===== src/rtl/mux8_rr_arbiter_pkg.sv =====
// rtl/mux8_rr_arbiter_pkg.sv - shared constants, state type and helpers for the mux8 round-robin arbiter
package mux8_rr_arbiter_pkg;

  localparam int N_REQ  = 8;
  localparam int SEL_W  = 3;
  localparam int HOLD_W = 4;

  typedef enum logic {
    IDLE = 1'b0,
    BUSY = 1'b1
  } state_t;

  // One-hot decode of a requester index
  function automatic logic [N_REQ-1:0] onehot8(input logic [SEL_W-1:0] i);
    return N_REQ'(1) << i;
  endfunction

endpackage


===== src/rtl/mux8_rr_arbiter_pick.sv =====
// rtl/mux8_rr_arbiter_pick.sv - combinational first-set-bit search with wrap and optional sole-bit exclusion
module rr_pick8
  import mux8_rr_arbiter_pkg::*;
(
  input  logic [N_REQ-1:0] req,
  input  logic [SEL_W-1:0] start,
  input  logic [SEL_W-1:0] excl,
  input  logic             excl_en,
  output logic             found,
  output logic [SEL_W-1:0] idx
);

  logic [N_REQ-1:0] elig;
  logic [SEL_W-1:0] cand;

  // Mask the excluded bit unless it is the only request, then scan from start with wrap;
  // the scan runs backwards so the candidate nearest to start is the last one written.
  always_comb begin
    elig  = req;
    found = 1'b0;
    idx   = start;
    cand  = '0;
    if (excl_en && ((req & ~onehot8(excl)) != '0)) begin
      elig[excl] = 1'b0;
    end
    for (int k = N_REQ - 1; k >= 0; k--) begin
      cand = start + SEL_W'(k);
      if (elig[cand]) begin
        found = 1'b1;
        idx   = cand;
      end
    end
  end

endmodule


===== src/rtl/mux8_rr_arbiter.sv =====
// rtl/mux8_rr_arbiter.sv - round-robin owner of the Mux_81 select lines with a bounded hold time
module mux8_rr_arbiter
  import mux8_rr_arbiter_pkg::*;
#(
  parameter int MAX_HOLD = 4
) (
  input  logic             clk,
  input  logic             rst,
  input  logic [N_REQ-1:0] req,
  output logic [N_REQ-1:0] gnt,
  output logic [SEL_W-1:0] sel,   // sel[2:0] -> Mux_81 a2/a1/a0
  output logic             busy
);

  if (MAX_HOLD < 1 || MAX_HOLD > 15) begin : g_bad_max_hold
    $error("mux8_rr_arbiter: MAX_HOLD must be within 1..15");
  end

  localparam logic [HOLD_W-1:0] HOLD_LAST = HOLD_W'(MAX_HOLD - 1);

  state_t              state;
  logic [SEL_W-1:0]    cur;
  logic [SEL_W-1:0]    ptr;
  logic [HOLD_W-1:0]   hold_cnt;

  logic                in_busy;
  logic                release_now;
  logic [SEL_W-1:0]    pick_start;
  logic                pick_found;
  logic [SEL_W-1:0]    pick_idx;

  // While busy the search begins just past the current owner, so the owner only
  // keeps the mux across a release when nobody else is asking for it.
  assign in_busy     = (state == BUSY);
  assign pick_start  = in_busy ? (cur + SEL_W'(1)) : ptr;
  assign release_now = in_busy && (!req[cur] || (hold_cnt == HOLD_LAST));

  rr_pick8 u_pick (
    .req     (req),
    .start   (pick_start),
    .excl    (cur),
    .excl_en (in_busy),
    .found   (pick_found),
    .idx     (pick_idx)
  );

  // Grant FSM: all outputs registered; sel keeps the last owner while idle
  always_ff @(posedge clk) begin
    if (rst) begin
      state    <= IDLE;
      cur      <= '0;
      ptr      <= '0;
      hold_cnt <= '0;
      gnt      <= '0;
      sel      <= '0;
      busy     <= 1'b0;
    end else begin
      case (state)
        IDLE: begin
          if (pick_found) begin
            state    <= BUSY;
            cur      <= pick_idx;
            hold_cnt <= '0;
            gnt      <= onehot8(pick_idx);
            sel      <= pick_idx;
            busy     <= 1'b1;
          end
        end
        BUSY: begin
          if (release_now) begin
            ptr <= cur + SEL_W'(1);
            if (pick_found) begin
              cur      <= pick_idx;
              hold_cnt <= '0;
              gnt      <= onehot8(pick_idx);
              sel      <= pick_idx;
            end else begin
              state <= IDLE;
              gnt   <= '0;
              busy  <= 1'b0;
            end
          end else begin
            hold_cnt <= hold_cnt + HOLD_W'(1);
          end
        end
        default: state <= IDLE;
      endcase
    end
  end

endmodule

===== config.mk =====
export PLATFORM = sky130hd
export DESIGN_NAME = mux8_rr_arbiter
export DESIGN_NICKNAME = d
export VERILOG_FILES = /design/src/rtl/mux8_rr_arbiter_pkg.sv /design/src/rtl/mux8_rr_arbiter_pick.sv /design/src/rtl/mux8_rr_arbiter.sv
export SDC_FILE = /design/constraint.sdc
export NUM_CORES = 1
export LEC_CHECK = 0
export CORE_UTILIZATION = 60
export DETAILED_ROUTE_END_ITERATION = 10
export PLACE_DENSITY = 0.87
export SYNTH_ARGS = -nofsm -noshare
export SYNTH_HDL_FRONTEND = slang
export SYNTH_SLANG_ARGS = --single-unit
export TNS_END_PERCENT = 5

===== constraint.sdc =====
create_clock -name clk -period 5.5 [get_ports clk]
set_input_delay 1.1 -clock clk [delete_from_list [all_inputs] [get_ports clk]]
set_output_delay 1.1 -clock clk [all_outputs]
set_load 0.01 [all_outputs]

==> flow_summary_export.csv, run 1 <==
group,metric,value,unit
critical_path,crit_type,"flop to flop",
clock_tree,clockBufferDepth,2,
global_routing,grt_antenna_before_repair,0,
power,p_comb_frac,0.784,
power,max-vdd-ir-drop,0.3422,mV
clock_tree,holdBufCountCts,0,
sta,skew,14.79,ps
yosys,synth-simple-area-share,0.3006,
routing,drt-initial-drc-count,186,
sta,setup_viol,0,
yosys,syn_area,2177,um^2
layout,stdcell_area,2467,um^2
clock_tree,clk_latency,320,ps
global_routing,grtUsageTotal,0.3232,
sta,slew_headroom,0.5119,
critical_path,end_kind,"flop",
power,pwr-share-seq,0.151,
layout,drive_gt1_frac,0.08278,
run,cap_violations,0,
critical_path,crit_path_frequent_cell,"ha_1",
power,switching_power,0.7286,mW
floorplanning,ios,22,
yosys,postSynthAreaPerCell,7.666,um^2
power,swShare,0.5320,
yosys,synth-compound-area-share,0.3155,
power,p_per_area,555.0,nW/um^2
yosys,ys.flop_type,"dfxtp_1",
clock_tree,cts_tree,"yes",
power,pwr-share-clk,0.064,
power,leakagePower,0.8713,nW
critical_path,critical_path.top_delay_family,"multiplexers",
critical_path,critPathLaunchType,"flop",
routing,antenna_left,0,
sta,slew_violations,0,
floorplanning,die_height,62.24,um
yosys,synthTopCellsByArea,"dfxtp_1, nand3_1, ha_1",
routing,drt-vias-per-instance,6.914,
outcome,outcome,"complete, no violations",
routing,routed_wl,6081,um
yosys,synth-edff-count,0,
floorplanning,die_width,62.24,um
floorplanning,die_area,3873,um^2
routing,drc_errors,0,
place,hpwl,4616,um
place,place_congestion,0.9905,
clock_tree,cts.reportedPaths.clkPinSlew,120,ps
place,placed_cell_area,2431,um^2
clock_tree,numClockSinks,20,
power,internal_power,0.6409,mW
critical_path,crit_arrival,4440,ps
yosys,synth_area_leader_cell,"dfxtp_1",
critical_path,slowest_delay,540,ps
yosys,synth-seq-area-share,0.1839,
yosys,yosys.area_share.adder,0.05172,
yosys,yosys_register_bits,20,
sta,whs,462.0,ps
place,port_buffers,21,
floorplanning,fp.coreArea,3416,um^2
yosys,syn_inst,284,
clock_tree,cts-root-buf,"clkbuf_4",
critical_path,cp_cell_sequence,"inv_1 -> ha_1 -> mux2_2 -> clkinv_1 -> ha_1 -> xnor2_1 -> buf_4 -> mux4_2 -> or3_4 -> nand4b_4 -> mux2i_1 -> o31ai_1",
power,p_total,1.369,mW
sta,hold_viol_final,0,
yosys,ys_async_sr_fraction,0,
routing,vias,2406,
sta,fin_crit_sh,0.7701,
sta,finalCriticalPeriod,4235,ps
layout,nFillCells,304,
clock_tree,postCtsSetupRepairBufs,0,
critical_path,cp_slowest_cell,"dfxtp_1",
critical_path,crit_required,5700,ps
layout,area_growth,13.33,%
sta,grt_setup_unrepaired,"no",
layout,layout.nets,322,
yosys,synth_top_area_share,0.1839,
yosys,ys_types,61,
yosys,muxShareOfSynthArea,0.09598,
yosys,ys.warnings.count,0,
global_routing,grt_overflow,0,
yosys,synth_top_family_by_area,"compound AO/OA/AOI/OAI gates",
clock_tree,cts_buffers,3,
global_routing,grt_max_degree,25,
routing,dr.pass1.iters,4,
yosys,yosys.area_share.xor_xnor,0.02011,
floorplanning,start_util,0.6374,
yosys,synth_nets,303,
clock_tree,h-tree-depth,1,
layout,antenna_cells,0,
worst_hold_path,hold_path_class,"flop to flop",
global_routing,grt_pass1_wl,10180,um
critical_path,crit_fanout,19,
floorplanning,rows,21,
clock_tree,cts_resized,0,
sta,finalSetupTns,0,ps
routing,wl_per_cell,17.47,um
critical_path,path_buf_inv,3,
sta,clock.fmax,0.2361,GHz
sta,tightest_slew,725.9,ps
global_routing,grt_pass1_vias,2149,
-- metrics by stage --
stage / utilization / std cells / setup WS [ps]
2_1_floorplan: - / 284 / 1681
3_3_place_gp: 0.7117 / 344 / 1179
3_5_place_dp: 0.7117 / 344 / 1040
4_1_cts: 0.7223 / 348 / 1324
5_1_grt: 0.7223 / 348 / 979.7
6_report: 0.7223 / 348 / 1265
-- worst paths after layout --
path                  startpoint                  end  slack (ps)  cells past startpoint
min reg2reg  gnt[4]$_SDFFE_PP0P_  gnt[4]$_SDFFE_PP0P_         460                      2
max          cur[1]$_SDFFE_PP0P_  gnt[5]$_SDFFE_PP0P_        1260                     12
max reg2reg  cur[1]$_SDFFE_PP0P_  gnt[5]$_SDFFE_PP0P_        1260                     12
min          gnt[4]$_SDFFE_PP0P_  gnt[4]$_SDFFE_PP0P_         460                      2
-- cell type report --
class,instances,area (um^2),share of cell area
sequential,20,400.4,0.1623
multi-input combinational,246,1707,0.6917
inverter,7,26.28,0.01065
tap,46,57.56,0.02333
clock buffer,4,36.28,0.01471
timing repair buffer,25,240.2,0.09736
-- worst min-delay path: stages (launching register included) --
cell	delay, ps
dfxtp_1	340
nand2_1	50
o31ai_1	50
-- synthesized netlist by cell type (4+ instances only) --
| master | n |
|---|---|
| ha_1 | 9 |
| nor2_1 | 28 |
| mux2i_1 | 10 |
| dfxtp_1 | 20 |
| xnor2_1 | 5 |
| nand4_1 | 4 |
| inv_1 | 6 |
| nand2_1 | 22 |
| a32o_1 | 4 |
| o31ai_1 | 6 |
| o221ai_1 | 5 |
| a21oi_1 | 15 |
| nor3_1 | 9 |
| a211oi_1 | 6 |
| and2_1 | 6 |
| o21ai_0 | 18 |
| o2111ai_1 | 5 |
| nand2b_1 | 5 |
| clkbuf_1 | 7 |
| nand3_1 | 27 |
| o21a_1 | 7 |
-- routing by layer --
metal,routed length (um),track usage,vias up
li1,-,-,1147
met1,2614,0.4210,1117
met2,2838,0.5412,121
met3,455,0.03493,21
met4,174,0.1337,0
met5,0,0,-
-- power by group through the flow --
| stage | sequential [mW] | clock [mW] | combinational, mW |
|---|---|---|---|
| 6_report | 0.207 | 0.0878 | 1.07 |
| 5_1_grt | 0.212 | 0.0931 | 1.17 |
| 4_1_cts | 0.207 | 0.0864 | 1.05 |
| 3_5_place_dp | 0.210 | 0 | 1.04 |
| 3_3_place_gp | 0.207 | 0 | 1.03 |
| 2_1_floorplan | 0.216 | 0 | 0.777 |
-- registers in the layout (all words and copies together), names as in the netlist --
signal and flops:
busy 1, ptr 3, gnt 8, hold_cnt 4, in_busy 1, cur 3
-- cell usage in the layout (no fill, tap or decap), types with 6 or more instances in the layout --
cell type and instances:
nand3_1 27, mux2i_1 10, a211oi_1 6, clkdlybuf4s50_1 21, o21ai_0 18, nor2_1 28, inv_1 6, and2_1 6
dfxtp_1 20, o31ai_1 6, a21oi_1 15, nor3_1 9, nand2_1 22, o21a_1 7, ha_1 9
-- logic make-up after synthesis --
family,count (synthesis)
simple gates,123
fa+ha+maj,9
compound gates,93
buf+inv,18
flops,20
xor+xnor,5
mux,16
(Power assumes the default switching activity.)
==> run 2: changes to the inputs <==
--- a/config.mk
+++ b/config.mk
@@ -5,9 +5,9 @@
 export SDC_FILE = /design/constraint.sdc
 export NUM_CORES = 1
 export LEC_CHECK = 0
-export CORE_UTILIZATION = 60
+export CORE_UTILIZATION = 52
 export DETAILED_ROUTE_END_ITERATION = 10
-export PLACE_DENSITY = 0.87
+export PLACE_DENSITY = 0.81
 export SYNTH_ARGS = -nofsm -noshare
 export SYNTH_HDL_FRONTEND = slang
 export SYNTH_SLANG_ARGS = --single-unit
==> constraint.sdc (replaced) <==
create_clock -name clk -period 3.55 [get_ports clk]
set_input_delay 0.71 -clock clk [delete_from_list [all_inputs] [get_ports clk]]
set_output_delay 0.71 -clock clk [all_outputs]
set_load 0.01 [all_outputs]
==> run 2 against run 1 <==
Against the previous run:
- sequential share of layout area shrank 2.8 points
- clock power rose to 2.6 times the previous value
- hold slack worse by 2.8 ps
- utilization grew 2.1 points
- die area increased by 15%
- first-iteration DRC count rose by 87%
- worst setup slack worse by 1200 ps
- cell area increased by 20%
- sequential power increased by 54%
- critical path type is now input port to flop
- critical endpoint is now gnt[7]$_SDFFE_PP0P_
==> flow_summary_export.csv, run 2 (same netlist as run 1, synthesis figures left out) <==
group,metric,value,unit
sta,finalCriticalPeriod,3522,ps
sta,finalSetupTns,0,ps
floorplanning,die_height,66.71,um
place,dp_cells,399,
clock_tree,cts_buffers,3,
layout,largest-register,"gnt",
floorplanning,fp.coreArea,4000,um^2
clock_tree,holdBufCountCts,0,
layout,utilization,0.7429,
global_routing,grt_antenna_before_repair,0,
routing,antenna_left,0,
floorplanning,start_util,0.5443,
routing,drt-vias-per-instance,6.527,
floorplanning,die_area,4450,um^2
clock_tree,clk_latency,260,ps
layout,reg.largest.list,"gnt: 8 flops, hold_cnt: 4 flops",
global_routing,grt_pass1_vias,2483,
critical_path,crit_fanout,5,
layout,layout.nets,374,
layout,multi_input_area,1779,um^2
layout,seqCellArea,400.4,um^2
critical_path,crit_required,3750,ps
routing,wl_per_cell,18.14,um
place,port_buffers,21,
critical_path,path_buf_inv,2,
routing,drt-initial-drc-count,347,
sta,slew_violations,0,
clock_tree,cts.reportedPaths.clkPinSlew,70,ps
clock_tree,cts_tree,"yes",
critical_path,crit_arrival,3720,ps
power,p_per_area,906.1,nW/um^2
critical_path,cp_cell_sequence,"clkdlybuf4s50_1 -> or4_4 -> buf_4 -> a32oi_2 -> nand2_2 -> mux4_2 -> or3_4 -> nand4b_4 -> mux2i_2 -> a32o_1",
critical_path,cp_slowest_cell,"or4_4",
layout,area_growth,36.49,%
sta,hold_viol_final,0,
place,place_congestion,1.034,
layout,drive_gt1_frac,0.2599,
routing,vias,2637,
power,max-vdd-ir-drop,0.4880,mV
sta,fin_ws,27.66,ps
routing,routed_wl,7329,um
clock_tree,clockBufferDepth,2,
sta,whs,459.1,ps
layout,final_cell_mix,"buf_4, nor2_1, nand3_1",
critical_path,slowest_delay,540,ps
sta,tightest_slew,636.0,ps
clock_tree,cts-root-buf,"clkbuf_8",
layout,stdcell_area,2972,um^2
place,hpwl,5644,um
run,cap_violations,0,
routing,drc_errors,0,
critical_path,critical_path.top_delay_family,"simple AND/OR/NAND/NOR gates",
outcome,outcome,"complete, no violations",
critical_path,crit_type,"input port to flop",
global_routing,grt_pass1_wl,11910,um
critical_path,end_kind,"flop",
layout,antenna_cells,0,
sta,setup_viol,0,
layout,nFillCells,292,
floorplanning,die_width,66.71,um
worst_hold_path,hold_path_class,"flop to flop",
sta,slew_headroom,0.5728,
layout,instances_no_fill,404,
clock_tree,numClockSinks,20,
global_routing,grtUsageTotal,0.3553,
floorplanning,rows,23,
power,p_total,2.693,mW
sta,skew,3.686,ps
floorplanning,ios,22,
layout,layout_commonest_cell,"buf_4",
routing,dr.pass1.iters,5,
global_routing,grt_overflow,0,
layout,largest_reg_flops,8,
sta,clock.fmax,0.2839,GHz
sta,fin_crit_sh,0.9922,
global_routing,grt_max_degree,18,
critical_path,critPathLaunchType,"input port",
power,leakagePower,1.153,nW
place,dpl_worst_slack,-345.4,ps
place,placed_cell_area,2828,um^2
clock_tree,h-tree-depth,1,
## run 2: cell count changes in the layout (fill, tap and decap cells not counted), sizes merged
cell,delta
buf,+52
bufinv,+1
clkbuf,-1
## run 2: cell type report
cell class                      count  share of cell area
Tap cell                           50             0.02105
Clock buffer                        3             0.01389
Timing Repair Buffer               77              0.2122
Clock inverter                      1             0.01011
Multi-Input combinational cell    246              0.5987
Sequential cell                    20              0.1347
Inverter                            7            0.009263
## run 2: worst register-to-register path, cell delays in order, from the launching register on
cell and delay (ps):
dfxtp_1 450, inv_1 100, ha_1 310, mux2_2 210, clkinv_2 70, ha_1 270, xnor2_4 320, mux4_2 580
or3_4 350, nand4b_4 160, mux2i_2 290, a32o_1 220
## run 2: timing repair
action | CTS | global route
setup endpoints to repair | 8 | 10
buffers inserted | 1 | 0
gates resized for setup | 4 | 11
pin swaps | 3 | 2
endpoints found under the hold margin | 0 | 0
## run 2: final timing paths
path	start	to	slack, ps	cells past startpoint
min reg2reg	gnt[4]$_SDFFE_PP0P_	gnt[4]$_SDFFE_PP0P_	460	2
min	gnt[4]$_SDFFE_PP0P_	gnt[4]$_SDFFE_PP0P_	460	2
max reg2reg	cur[0]$_SDFFE_PP0P_	gnt[7]$_SDFFE_PP0P_	150	11
max	req[4]	gnt[7]$_SDFFE_PP0P_	30	10
## run 2: layer usage
layer | part of all wire | global-route usage
met4 | 0.042 | 0.1383
met5 | 0 | 0
met1 | 0.43 | 0.4573
met3 | 0.057 | 0.05137
met2 | 0.47 | 0.5896
## run 2: report_power, final
group          total (mW)  internal, mW  switching, mW
clock               0.226         0.151         0.0757
combinational        2.15         0.962           1.19
sequential          0.318         0.277         0.0411
total                2.69          1.39           1.30
==> run 3: changes to the inputs <==
--- a/config.mk
+++ b/config.mk
@@ -5,9 +5,10 @@
 export SDC_FILE = /design/constraint.sdc
 export NUM_CORES = 1
 export LEC_CHECK = 0
+export CAP_MARGIN = 20
 export CORE_UTILIZATION = 52
 export DETAILED_ROUTE_END_ITERATION = 10
-export PLACE_DENSITY = 0.81
+export PLACE_DENSITY = 0.77
 export SYNTH_ARGS = -nofsm -noshare
 export SYNTH_HDL_FRONTEND = slang
 export SYNTH_SLANG_ARGS = --single-unit
==> run 3 against run 2 <==
Against the previous run:
- final cell count increased by 0.74%
- clock power down 35%
- sequential cell count is the same
- sequential power shrank 2%
- largest cell class unchanged
==> flow_summary_export.csv, run 3 (same netlist as run 1, synthesis figures left out) <==
group,metric,value,unit
outcome,outcome,"complete, no violations",
critical_path,r2r_start,"cur[0]$_SDFFE_PP0P_",
floorplanning,start_util,0.5443,
sta,finalSetupTns,0,ps
place,dpl_worst_slack,-229.5,ps
routing,wl_met2,3297,um
sta,skew,1.256,ps
critical_path,crit_arrival,3680,ps
routing,antenna_left,0,
global_routing,grt_pass1_wl,11350,um
routing,routed_wl,7206,um
sta,hold_viol_final,0,
sta,whs,457.5,ps
sta,finalCriticalPeriod,3474,ps
layout,layout_commonest_cell,"buf_4",
clock_tree,numClockSinks,20,
layout,largest_reg_flops,8,
clock_tree,holdBufCountCts,0,
clock_tree,h-tree-depth,1,
critical_path,rr_worst_depth,12,
routing,drt-vias-per-instance,6.585,
worst_hold_path,hp-start,"ptr[2]$_SDFFE_PP0P_",
power,leakagePower,1.157,nW
worst_hold_path,holdPathEnd,"ptr[2]$_SDFFE_PP0P_",
critical_path,r2r_end,"gnt[7]$_SDFFE_PP0P_",
place,port_buffers,21,
sta,tightest_slew,597.6,ps
routing,drc_errors,0,
layout,reg.largest.list,"gnt: 8 flops, hold_cnt: 4 flops",
routing,wl_met1,3100,um
layout,instances_no_fill,407,
floorplanning,fp.coreArea,4000,um^2
clock_tree,cts_tree,"yes",
place,hpwl,5528,um
global_routing,grt_overflow,0,
layout,antenna_cells,0,
critical_path,crit_type,"input port to flop",
sta,fin_crit_sh,0.9786,
routing,top_layer_used,"met4",
floorplanning,die_width,66.71,um
global_routing,grtUsageTotal,0.3342,
run,cap_violations,0,
floorplanning,ios,22,
critical_path,end_kind,"flop",
power,max-vdd-ir-drop,0.5161,mV
global_routing,grt_max_degree,19,
power,p_per_area,885.1,nW/um^2
critical_path,crit_required,3750,ps
critical_path,r2r_setup_slack,140,ps
layout,largest-register,"gnt",
routing,wl_per_cell,17.71,um
critical_path,crit_fanout,5,
power,p_total,2.628,mW
floorplanning,die_height,66.71,um
sta,clock.fmax,0.2879,GHz
critical_path,critPathLaunchType,"input port",
sta,fin_ws,76.08,ps
routing,dr.pass1.iters,6,
layout,final_cell_mix,"buf_4, nor2_1, nand3_1",
sta,setup_viol,0,
sta,slew_violations,0,
global_routing,grt_antenna_before_repair,0,
clock_tree,cts_buffers,3,
worst_hold_path,hold_path_class,"flop to flop",
layout,layout.nets,378,
place,dp_cells,403,
clock_tree,cts-root-buf,"clkbuf_8",
layout,drive_gt1_frac,0.2633,
floorplanning,die_area,4450,um^2
routing,wl_met3,583,um
clock_tree,cts.reportedPaths.clkPinSlew,70,ps
sta,slew_headroom,0.5985,
place,place_congestion,1.007,
clock_tree,clockBufferDepth,2,
routing,vias,2680,
layout,area_growth,36.38,%
worst_hold_path,worstHoldPathCells,2,
clock_tree,clk_latency,260,ps
global_routing,grt_pass1_vias,2336,
routing,drt-initial-drc-count,363,
floorplanning,rows,23,
-- run 3: final cells by class --
type                       count  area (um^2)
sequential                    20        400.4
clock buffer                   3        41.29
inverter                       7        28.78
multi-input combinational    246         1775
tap                           50        62.56
fill                         318         1031
timing repair buffer          81        660.6
-- run 3: worst max-delay path by stage --
stage,start,depth (start not counted),slack [ps],to
3_3_place_gp,req[4],10,-150,gnt[2]$_SDFFE_PP0P_
2_1_floorplan,cur[0]$_SDFFE_PP0P_,13,8,gnt[2]$_SDFFE_PP0P_
3_5_place_dp,req[4],10,-230,gnt[2]$_SDFFE_PP0P_
4_1_cts,req[4],10,40,gnt[2]$_SDFFE_PP0P_
5_1_grt,req[4],12,-2,gnt[7]$_SDFFE_PP0P_
6_report,req[4],12,80,gnt[7]$_SDFFE_PP0P_
-- run 3: timing repair --
action,CTS,global route
setup buffers,0,1
gates resized for setup,0,17
endpoints found under the setup margin,0,11
-- run 3: metal layers --
metal	GRT usage	vias to the layer above
met3	0.02740	27
met5	0	-
met2	0.5429	161
met1	0.4614	1239
met4	0.1064	0
li1	-	1253
-- run 3: worst max-delay path, cell delays in order --
cell,delay (ps)
clkdlybuf4s50_1,430
buf_4,150
nor2_1,160
o221ai_2,170
buf_4,180
a2111oi_4,310
nor2_2,80
mux4_2,500
or3_4,350
nand4b_4,170
mux2i_2,270
a32o_1,190
-- run 3: report_power, final --
part | leakage, nW | internal [mW] | switching, mW
Clock | 0.0216 | 0.0756 | 0.0705
Sequential | 0.164 | 0.277 | 0.0354
Combinational | 0.972 | 0.996 | 1.17
-- run 3: stage by stage --
stage	util	cell area (um^2)
2_1_floorplan	-	2187
3_3_place_gp	0.7144	2858
3_5_place_dp	0.7144	2858
4_1_cts	0.7247	2899
5_1_grt	0.7423	2969
6_report	0.7423	2969
